`config.mk`:
```
export PLATFORM = sky130hd
export DESIGN_NAME = cache_trace_sequencer
export DESIGN_NICKNAME = d
export VERILOG_FILES = /design/src/rtl/cache_trace_sequencer.sv
export SDC_FILE = /design/constraint.sdc
export NUM_CORES = 1
export LEC_CHECK = 0
export CORE_UTILIZATION = 50
export CTS_CLUSTER_DIAMETER = 50
export DETAILED_ROUTE_END_ITERATION = 8
export PLACE_DENSITY_LB_ADDON = 0.25
export SLEW_MARGIN = 20
export SYNTH_ARGS = -nofsm -noshare
export SYNTH_HDL_FRONTEND = slang
export SYNTH_SLANG_ARGS = --single-unit
export TNS_END_PERCENT = 1
```
`constraint.sdc`:
```
create_clock -name clk -period 6.1 [get_ports clk]
set_clock_uncertainty 0.15 [all_clocks]
set_input_delay 1.83 -clock clk [delete_from_list [all_inputs] [get_ports clk]]
set_output_delay 1.83 -clock clk [all_outputs]
set_load 0.02 [all_outputs]
```
`src/rtl/cache_trace_sequencer.sv`:
```
// Replays a trace of addresses through a cache: fetch each reference, run a
// search phase (sample hit/miss), then an update phase, counting as it goes.
module cache_trace_sequencer #(
    parameter int IDX_W  = 16,
    parameter int ADDR_W = 32,
    parameter int CNT_W  = 16
) (
    input  logic              clk,
    input  logic              rst,
    input  logic              start,
    input  logic [IDX_W-1:0]  trace_len,
    input  logic              hold,
    output logic [IDX_W-1:0]  mem_idx,
    input  logic [ADDR_W-1:0] mem_data,
    output logic [ADDR_W-1:0] cache_addr,
    output logic              cache_state,
    input  logic              cache_hit,
    output logic              busy,
    output logic              done,
    output logic [CNT_W-1:0]  ref_count,
    output logic [CNT_W-1:0]  hit_count,
    output logic [CNT_W-1:0]  miss_count
);

    typedef enum logic [2:0] {
        S_IDLE,
        S_FETCH,
        S_SEARCH,
        S_UPDATE,
        S_DONE
    } state_t;

    state_t            state_q, state_d;
    logic [IDX_W-1:0]  idx_q, idx_d;
    logic [IDX_W-1:0]  len_q, len_d;
    logic [IDX_W-1:0]  mem_idx_q, mem_idx_d;
    logic [IDX_W-1:0]  idx_inc;
    logic [ADDR_W-1:0] addr_q, addr_d;
    logic [CNT_W-1:0]  ref_q, ref_d;
    logic [CNT_W-1:0]  hit_q, hit_d;
    logic [CNT_W-1:0]  miss_q, miss_d;

    // Counters stick at all-ones instead of wrapping.
    function automatic logic [CNT_W-1:0] sat_inc(input logic [CNT_W-1:0] v);
        return (&v) ? v : v + CNT_W'(1);
    endfunction

    assign idx_inc = idx_q + IDX_W'(1);

    always_comb begin
        state_d   = state_q;
        idx_d     = idx_q;
        len_d     = len_q;
        mem_idx_d = mem_idx_q;
        addr_d    = addr_q;
        ref_d     = ref_q;
        hit_d     = hit_q;
        miss_d    = miss_q;
        case (state_q)
            S_IDLE: begin
                if (start) begin
                    ref_d  = '0;
                    hit_d  = '0;
                    miss_d = '0;
                    if (trace_len != '0) begin
                        len_d   = trace_len;
                        idx_d   = '0;
                        state_d = S_FETCH;
                    end else begin
                        state_d = S_DONE;
                    end
                end
            end
            S_FETCH: begin
                // idx is frozen under hold, so remembering it here is harmless
                mem_idx_d = idx_q;
                if (!hold) begin
                    addr_d  = mem_data;
                    state_d = S_SEARCH;
                end
            end
            S_SEARCH: begin
                if (!hold) begin
                    if (cache_hit) hit_d = sat_inc(hit_q);
                    else           miss_d = sat_inc(miss_q);
                    state_d = S_UPDATE;
                end
            end
            S_UPDATE: begin
                if (!hold) begin
                    ref_d   = sat_inc(ref_q);
                    idx_d   = idx_inc;
                    state_d = (idx_inc == len_q) ? S_DONE : S_FETCH;
                end
            end
            S_DONE:  state_d = S_IDLE;
            default: state_d = S_IDLE;
        endcase
    end

    always_ff @(posedge clk or posedge rst) begin
        if (rst) begin
            state_q   <= S_IDLE;
            idx_q     <= '0;
            len_q     <= '0;
            mem_idx_q <= '0;
            addr_q    <= '0;
            ref_q     <= '0;
            hit_q     <= '0;
            miss_q    <= '0;
        end else begin
            state_q   <= state_d;
            idx_q     <= idx_d;
            len_q     <= len_d;
            mem_idx_q <= mem_idx_d;
            addr_q    <= addr_d;
            ref_q     <= ref_d;
            hit_q     <= hit_d;
            miss_q    <= miss_d;
        end
    end

    // Live index during FETCH so the combinational trace read lands this cycle.
    assign mem_idx     = (state_q == S_FETCH) ? idx_q : mem_idx_q;
    assign cache_addr  = addr_q;
    assign cache_state = (state_q == S_UPDATE);
    assign busy        = (state_q == S_FETCH) || (state_q == S_SEARCH) || (state_q == S_UPDATE);
    assign done        = (state_q == S_DONE);
    assign ref_count   = ref_q;
    assign hit_count   = hit_q;
    assign miss_count  = miss_q;

endmodule

```
* After elaboration in Yosys (flattened, before gate mapping)
Index checks and enable logic that the tools add are counted.
Word-level totals: output and inout bits 99, register bits 131, input bits 53, logic and storage cells 68
Operators by class: muxes and demuxes 24, bitwise operators 1, equality and inequality tests 15, reduce and logical (&&, ||, !) cells 16, add/subtract/negate cells 4
Operators with widths (count):
- $mux 16 | 13
- $pmux 16 s2 | 4
- $add 16x1->16 const B | 4
- $reduce_and 16->1 | 3
- $ne 2x2->1 const B | 10
- $mux 3 | 6
- $eq 16x16->1 | 1
- $reduce_bool 16->1 | 1
- $pmux 3 s4 | 1
- $reduce_and 4->1 | 3
- $reduce_and 5->1 | 2
- $eq 3x2->1 const B | 2
- $reduce_bool 2->1 | 2
- $eq 3x1->1 const B | 1
- $eq 3x3->1 const B | 1
- $logic_not 3->1 | 1
- $reduce_and 3->1 | 1
- $logic_or 1x1->1 | 2
- $reduce_and 2->1 | 1
- $not 1->1 | 1

* Longest topological paths before layout
Gate-level depths: netlist (run 1).
depth after elaboration 5, gate-level depth with buffers 8, depth with buffers taken out 7

* Least setup slack after synthesis (run 1)
No wires, ideal clock.
kind reg-to-output, start point reg state_q[2], end point out mem_idx[10], data required time 4.120 ns, slack 2.407 ns, cell stages (with the launch flop) 5, data arrival time 1.713 ns, path buffers 2, cells stage by stage dfrtp_1 buf_2 nor3b_2 clkbuf_1 mux2_2
Between the ends: word-level cells in the longest chain between the ends 2
RTL lines:
- start, declared | RTL line 33 | state_t state_q, state_d;
- start signal, assigned | RTL line 112 | state_q <= state_d;
- $eq 3x1->1 | RTL line 124 | assign mem_idx = (state_q == S_FETCH) ? idx_q : mem_idx_q;
- $mux 16
- end, declared | RTL line 13 | output logic [IDX_W-1:0] mem_idx,
Every way passes these cells.

* Final worst setup path (run 1)
start point reg state_q[1], end point out mem_idx[4]
The elaborated chain is that of the path after synthesis.

==> results of run 1 <==
[metal layers]
| layer | vias to the layer above | global-route usage, % | part of all wire, % |
|---|---|---|---|
| li1 | 2420 | - | - |
| met4 | 0 | 9.573 | 1.6 |
| met5 | - | 0 | 0 |
| met3 | 18 | 5.138 | 5.0 |
| met2 | 187 | 40.28 | 50 |
| met1 | 2586 | 31.56 | 44 |
[cell usage after synthesis (7+ instances only)]
cell type                    n  share of area (%)
sky130_fd_sc_hd__nor4_1     10               0.96
sky130_fd_sc_hd__buf_2      14                1.1
sky130_fd_sc_hd__xnor2_1    45                6.0
sky130_fd_sc_hd__dfrtp_1   131                 50
sky130_fd_sc_hd__xor2_1     20                2.7
sky130_fd_sc_hd__nor3_1     11               0.84
sky130_fd_sc_hd__inv_1      11               0.63
sky130_fd_sc_hd__nor2_1     62                3.6
sky130_fd_sc_hd__a21oi_1     8               0.61
sky130_fd_sc_hd__and4_1      7               0.94
sky130_fd_sc_hd__mux2_2     63                 11
sky130_fd_sc_hd__a211oi_1   13                1.5
sky130_fd_sc_hd__nand4_1    14                1.3
sky130_fd_sc_hd__nand2_1    41                2.4
sky130_fd_sc_hd__nand3_1    30                2.3
sky130_fd_sc_hd__clkbuf_1   13               0.75
sky130_fd_sc_hd__o21ai_0    31                2.4
[cell families after synthesis]
family                     Yosys count  share of synthesized area [%]
and+or+nand+nor                    212                          17.26
DFF                                131                          50.20
AOI/OAI and AO/OA                   81                          8.949
xor gates and xnor gates            65                          8.718
muxes                               64                          11.04
buffers and inverters               43                          3.066
adders and majority gates            4                         0.7665
[metrics by stage]
| stage | hold slack, ps | power [mW] | util (%) | setup slack [ps] |
|---|---|---|---|---|
| after floorplan | 349.5 | 1.963 | - | 622.3 |
| after global placement | 323.9 | 2.396 | 64.30 | 1819 |
| after detailed placement | 336.4 | 2.444 | 64.30 | 1757 |
| after CTS | 348.5 | 3.463 | 68.90 | 1651 |
| after global routing | 364.0 | 3.593 | 68.90 | 1607 |
| final | 342.7 | 3.440 | 68.90 | 1686 |
[worst register-to-register path, delay by kind of cell, from the launching register on]
family                   cells  cell delay, ps
AND/OR/NAND/NOR              3            1170
flip-flops                   1             510
adder cells (fa/ha/maj)      1             450
AO/OA/AOI/OAI                2             360
XOR/XNOR                     1             170
[how the worst max path moves through the flow]
| stage | startpoint | end | slack [ps] | cells after the start |
|---|---|---|---|---|
| after global placement | trace_len[9] | len_q[9]$_DFFE_PP0P_ | 1820 | 5 |
| after floorplan | rst | cache_addr[0]$_DFFE_PP0P_ | 620 | 1 |
| after global routing | state_q[1]$_DFFE_PP0P_ | mem_idx[2] | 1610 | 4 |
| after detailed placement | trace_len[8] | len_q[1]$_DFFE_PP0P_ | 1760 | 5 |
| after CTS | state_q[1]$_DFFE_PP0P_ | mem_idx[1] | 1650 | 4 |
| final | state_q[1]$_DFFE_PP0P_ | mem_idx[4] | 1690 | 4 |
[final cells by class]
class	count	area (sq um)
Fill cell	951	3940
Clock buffer	21	450.4
Multi-Input combinational cell	426	3054
Inverter	11	43.79
Sequential cell	131	3278
Clock inverter	9	132.6
Tap cell	172	215.2
Timing Repair Buffer	157	1556
[registers in the layout (all words and copies together), names as in the netlist]
name and count:
cache_addr 32, ref_count 16, hit_count 16, mem_idx_q 16, state_q 3, miss_count 16
len_q 16, idx_q 16
[power by group through the flow]
stage               clock network [mW]  logic (mW)  registers [mW]
floorplan                            0       0.611            1.35
detailed placement                   0        1.19            1.26
global route                      1.06        1.26            1.27
global placement                     0        1.15            1.24
CTS                               1.03        1.19            1.24
finish                            1.01        1.18            1.25
==> qor.log, run 1 <==
[worst_setup_path] type of element launching the critical path flop
[worst_setup_path] FF-to-FF path depth 7
[finish] fraction of final layout cells with drive strength greater than 1 15.23%
[worst_setup_path] number of buffers and inverters on the critical path 2
[yosys] Cell variety after synth 56
[power_and_ir_drop] NetSw 1.126 mW
[placed_design] HPWL after detailed placement 11010 um
[drt] routed vias/inst 5.621
[yosys] Warnings, synthesis 0
[worst_setup_path] setup slack on the worst flop-to-flop path 3220 ps
[placed_design] final weighted congestion in routability-driven placement 0.8787
[die] Rows 41
[yosys] cell area after synthesis 6530 sq um
[finish] count of non-filler cells in the finished layout 927
[yosys] share of flip-flops with an asynchronous set or reset 100.0%
[clock_network] CTS tree done
[status] status completed
[worst_setup_path] data arrival time of the critical path 2430 ps
[worst_setup_path] cell family contributing the most delay on the critical path buffers and inverters
[finish] Final nets 801
[power_and_ir_drop] cell internal pwr 2.314 mW
[global_routing] maximum number of pins on one net before global-route repair 76
[global_routing] number of antenna violations at the first check in global routing 0
[yosys] number of flops mapped to enable cells by yosys 0
[yosys] post-synthesis cell count 600
[worst_setup_path] launching point of the worst reg2reg path idx_q[0]$_DFFE_PP0P_
[sta] summed negative setup slack over all endpoints 0 ps
[yosys] total of flip-flops plus latches after synthesis 131
[sta] RSZ-0062 raised after global routing no
[finish] area of all placed cells without fillers 8731 sq um
[worst_setup_path] cell-by-cell listing of the critical path nor3b_2 > buf_4 > mux2_2 > clkdlybuf4s50_1
[power_and_ir_drop] peak ir drop on the vdd network 0.0002579 V
[die] area of the die 13520 sq um
[finish] area overhead of the layout relative to synthesis 33.70%
[placed_design] Cell Area, Placed 8148 sq um
[drt] number of antenna-violating nets in the routed design 0
[drt] DRC viols 0
[die] die extent in x 116.3 um
[clock_network] Post-CTS Hold Fix Bufs 0
[yosys] per-instance average area after synthesis 10.88 sq um
[sta] Max Clock Freq 226.6 MHz
[worst_setup_path] category of the worst setup path capture point output port
[clock_network] post-CTS setup-driven buffer insertion count 0
[yosys] dominant register cell in the synthesized netlist sky130_fd_sc_hd__dfrtp_1
[worst_setup_path] data required time of the worst path 4120 ps
[global_routing] GRT Residual Overflow 0
[clock_network] post-cts resize count 0
[die] die height 116.3 um
[yosys] post-synthesis net count 657
[sta] time the final worst path needs with I/O delays and setup 4414 ps
[power_and_ir_drop] switching share of power 32.73%
[hold_path] hold path depth 1
[hold_path] critical hold path startpoint mem_idx_q[10]$_DFF_PP0_
[drt] routed wire length 15840 um
[clock_network] clock input transition at the sequential cells of the worst setup and hold paths 60 ps
[finish] final antenna diode count 0
[hold_path] WHS Endpoint mem_idx_q[10]$_DFF_PP0_
[power_and_ir_drop] power density over the cells 394.1 nW/um^2
[sta] relative slew slack 37.93%
[placed_design] Placed Cells incl. Taps 897
[clock_network] Num CTS Buffers 17
[die] initial core utilization 51.54%
[power_and_ir_drop] proportion of power drawn by combinational gates 34.4%
[sta] part of the cycle the worst path needs 72.36%
[finish] commonest non-fill, non-tap cell in the layout sky130_fd_sc_hd__clkdlybuf4s50_1
[run] max_cap viols 0
[worst_setup_path] Crit Reg-Reg Endpoint state_q[2]$_DFFE_PP0P_
[sta] Final Hold Viols 0
[global_routing] vias in the first global route 5072
[die] Core Area 12670 sq um
[clock_network] deepest clock path buffer count 2
[drt] number of vias after detailed routing 5211
[power_and_ir_drop] sequential share of power 36.2%
[placed_design] Buffers on Ports 151
[drt] Wirelength per Cell 17.09 um
[sta] final number of setup-violating endpoints 0
[sta] Worst-Margin Slew 931.1 ps
[worst_setup_path] crit path max fanout 17
[clock_network] maximum level of the CTS H-tree 4
[global_routing] Global Route Usage Sum 24.43%
[worst_setup_path] cell type of the slowest stage on the worst timing path sky130_fd_sc_hd__clkdlybuf4s50_1
[power_and_ir_drop] cell leakage power 3.572 nW
[drt] initial detailed-routing violation count 370
[finish] leading cell types in the layout, fill and taps excluded sky130_fd_sc_hd__clkdlybuf4s50_1, sky130_fd_sc_hd__dfrtp_1, sky130_fd_sc_hd__mux2_2, sky130_fd_sc_hd__nor2_1, sky130_fd_sc_hd__xnor2_1
[worst_setup_path] kind of critical path reg2out
[yosys] proportion of synthesized chip area in sequential cells 50.20%
[clock_network] total clock sinks 131
[power_and_ir_drop] proportion of power drawn by the clock network 29.4%
[sta] max-slew violations 0
[die] count of boundary I/O pins 152
[clock_network] insertion delay of the later-clocked pin in the worst-skew pair 420 ps
[clock_network] cell chosen for the clock root sky130_fd_sc_hd__clkbuf_16
[hold_path] path class of the lowest-slack min-delay path reg2reg
[worst_setup_path] delay contributed by the slowest stage of the critical path 580 ps
[drt] router iterations before antenna repair 5
[global_routing] global-route wire length before repair 25370 um
Power figures use the tool's default switching activity.
==> run 2, diff against run 1 <==
==> constraint.sdc (replaced) <==
create_clock -name clk -period 4.5 [get_ports clk]
set_clock_uncertainty 0.15 [all_clocks]
set_input_delay 1.35 -clock clk [delete_from_list [all_inputs] [get_ports clk]]
set_output_delay 1.35 -clock clk [all_outputs]
set_load 0.02 [all_outputs]
==> qor.log, run 2 (same netlist as run 1, synthesis figures left out) <==
[status] status completed [unchanged]
[finish] area overhead of the layout relative to synthesis 33.61% [was 33.70%]
[sta] Max Clock Freq 252.7 MHz
[placed_design] HPWL after detailed placement 10900 um [was 11010 um]
[finish] fraction of final layout cells with drive strength greater than 1 15.27% [was 15.23%]
[global_routing] vias in the first global route 5037 [was 5072]
[worst_setup_path] data required time of the worst path 3000 ps [was 4120 ps]
[sta] part of the cycle the worst path needs 87.95%
[power_and_ir_drop] Pwr Total 4.574 mW [was 3.440 mW]
[drt] Wirelength per Cell 16.62 um [was 17.09 um]
[run] max_cap viols 0 [unchanged]
[die] die extent in x 116.3 um [unchanged]
[die] Rows 41 [unchanged]
[drt] routed wire length 15380 um [was 15840 um]
[placed_design] final weighted congestion in routability-driven placement 0.8573 [was 0.8787]
[finish] final antenna diode count 0 [unchanged]
[worst_setup_path] cell family contributing the most delay on the critical path buffers and inverters [unchanged]
[global_routing] Global Route Usage Sum 24.04% [was 24.43%]
[worst_setup_path] cell-by-cell listing of the critical path nor3b_2 > buf_4 > mux2_2 > clkdlybuf4s50_1 [unchanged]
[worst_setup_path] data arrival time of the critical path 2460 ps [was 2430 ps]
[global_routing] GRT Residual Overflow 0 [unchanged]
[die] area of the die 13520 sq um [unchanged]
[power_and_ir_drop] cell leakage power 3.571 nW [was 3.572 nW]
[sta] Worst Hold Margin 340.5 ps [was 342.7 ps]
[global_routing] global-route wire length before repair 24980 um [was 25370 um]
[sta] final number of setup-violating endpoints 0 [unchanged]
[die] initial core utilization 51.54% [unchanged]
[sta] summed negative setup slack over all endpoints 0 ps [unchanged]
[worst_setup_path] number of buffers and inverters on the critical path 2 [unchanged]
[worst_setup_path] crit path max fanout 16 [was 17]
[worst_setup_path] kind of critical path reg2out [unchanged]
[clock_network] deepest clock path buffer count 2 [unchanged]
[sta] max-slew violations 0 [unchanged]
[clock_network] cell chosen for the clock root sky130_fd_sc_hd__clkbuf_16 [unchanged]
[drt] DRC viols 0 [unchanged]
[drt] routed vias/inst 5.526 [was 5.621]
[worst_setup_path] cell type of the slowest stage on the worst timing path sky130_fd_sc_hd__clkdlybuf4s50_1 [unchanged]
[worst_setup_path] delay contributed by the slowest stage of the critical path 570 ps [was 580 ps]
[clock_network] post-CTS setup-driven buffer insertion count 0 [unchanged]
[drt] number of antenna-violating nets in the routed design 0 [unchanged]
[sta] Worst-Margin Slew 1067 ps [was 931.1 ps]
[global_routing] number of antenna violations at the first check in global routing 0 [unchanged]
[power_and_ir_drop] peak ir drop on the vdd network 0.0004255 V [was 0.0002579 V]
[sta] RSZ-0062 raised after global routing no [unchanged]
[finish] max FFs per register 32 [unchanged]
[die] count of boundary I/O pins 152 [unchanged]
[worst_setup_path] type of element launching the critical path flop [unchanged]
[drt] number of vias after detailed routing 5112 [was 5211]
[clock_network] total clock sinks 131 [unchanged]
[finish] commonest non-fill, non-tap cell in the layout sky130_fd_sc_hd__clkdlybuf4s50_1 [unchanged]
[sta] Final Hold Viols 0 [unchanged]
[hold_path] path class of the lowest-slack min-delay path reg2reg [unchanged]
[sta] time the final worst path needs with I/O delays and setup 3958 ps
[worst_setup_path] category of the worst setup path capture point output port [unchanged]
[clock_network] maximum level of the CTS H-tree 4 [unchanged]
[die] die height 116.3 um [unchanged]
[clock_network] Post-CTS Hold Fix Bufs 0 [unchanged]
[die] Core Area 12670 sq um [unchanged]
[sta] relative slew slack 28.12% [was 37.93%]
[clock_network] insertion delay of the later-clocked pin in the worst-skew pair 420 ps [about the same]
[global_routing] maximum number of pins on one net before global-route repair 52 [was 76]
[clock_network] post-cts resize count 0 [unchanged]
[clock_network] Num CTS Buffers 17 [unchanged]
[finish] leading cell types in the layout, fill and taps excluded sky130_fd_sc_hd__clkdlybuf4s50_1, sky130_fd_sc_hd__dfrtp_1, sky130_fd_sc_hd__mux2_2, sky130_fd_sc_hd__nor2_1, sky130_fd_sc_hd__xnor2_1 [unchanged]
[finish] Final nets 801 [unchanged]
[clock_network] CTS tree done [unchanged]
[drt] initial detailed-routing violation count 382 [was 370]
[power_and_ir_drop] power density over the cells 524.3 nW/um^2 [was 394.1 nW/um^2]
[clock_network] clock input transition at the sequential cells of the worst setup and hold paths 50 ps [was 60 ps]
[placed_design] Buffers on Ports 151 [unchanged]
[drt] router iterations before antenna repair 5 [unchanged]
==> run 2: cell types whose count changed in the layout (fill, tap and decap cells not counted), sizes merged <==
cell / change
clkinv: -1
bufinv: -2
inv: -1
clkbuf: +2
==> run 2: cell type report <==
| cell class | count | area [sq um] |
|---|---|---|
| multi-input combinational | 426 | 3054 |
| tap | 172 | 215.2 |
| clock inverter | 5 | 52.55 |
| clock buffer | 23 | 498.0 |
| timing repair buffer | 157 | 1582 |
| inverter | 11 | 45.04 |
| fill | 960 | 3946 |
| sequential | 131 | 3278 |
==> run 2: through the flow <==
| stage | std cells | area, sq um | utilization [%] | setup WS [ps] |
|---|---|---|---|---|
| 6_report | 925 | 8725 | 68.86 | 542.5 |
| 5_1_grt | 925 | 8725 | 68.86 | 407.6 |
| 4_1_cts | 925 | 8725 | 68.86 | 527.3 |
| 3_5_place_dp | 897 | 8174 | 64.51 | 736.5 |
| 3_3_place_gp | 897 | 8174 | 64.51 | 781.3 |
| 2_1_floorplan | 600 | 6534 | - | 1287 |
==> run 2: worst reg2reg max path, cell delays in order, from the launching register on <==
cell,delay [ps]
sky130_fd_sc_hd__dfrtp_1,510
sky130_fd_sc_hd__ha_1,460
sky130_fd_sc_hd__nand2_1,250
sky130_fd_sc_hd__nor4_2,440
sky130_fd_sc_hd__xnor2_1,180
sky130_fd_sc_hd__o2111ai_1,130
sky130_fd_sc_hd__nor4_1,480
sky130_fd_sc_hd__a2bb2o_1,240
==> run 2: worst paths after layout <==
path | startpoint | to | slack, ps | cells after the start
setup / recovery | state_q[1]$_DFFE_PP0P_ | mem_idx[4] | 540 | 4
hold / removal | cache_addr[23]$_DFFE_PP0P_ | cache_addr[23]$_DFFE_PP0P_ | 340 | 1
setup reg to reg | idx_q[0]$_DFFE_PP0P_ | state_q[2]$_DFFE_PP0P_ | 1610 | 7
hold reg to reg | cache_addr[23]$_DFFE_PP0P_ | cache_addr[23]$_DFFE_PP0P_ | 340 | 1
max in group asynchronous | rst | idx_q[7]$_DFFE_PP0P_ | 2220 | 3
min in group asynchronous | rst | cache_addr[23]$_DFFE_PP0P_ | 1270 | 2
==> run 2: report_power, final <==
group / switching, mW / internal [mW] / total [mW] / leakage, nW
registers: 0.240 / 1.46 / 1.70 / 1.71
clock network: 0.465 / 0.816 / 1.28 / 0.273
logic: 0.791 / 0.806 / 1.60 / 1.58
total: 1.50 / 3.08 / 4.57 / 3.57
==> run 2: per-layer routing <==
layer / wire length (um) / part of all wire, % / track usage, %
met5: 0 / 0 / 0
met2: 7472 / 49 / 37.99
met3: 800 / 5.2 / 5.864
met1: 6804 / 44 / 31.75
met4: 297 / 1.9 / 9.915
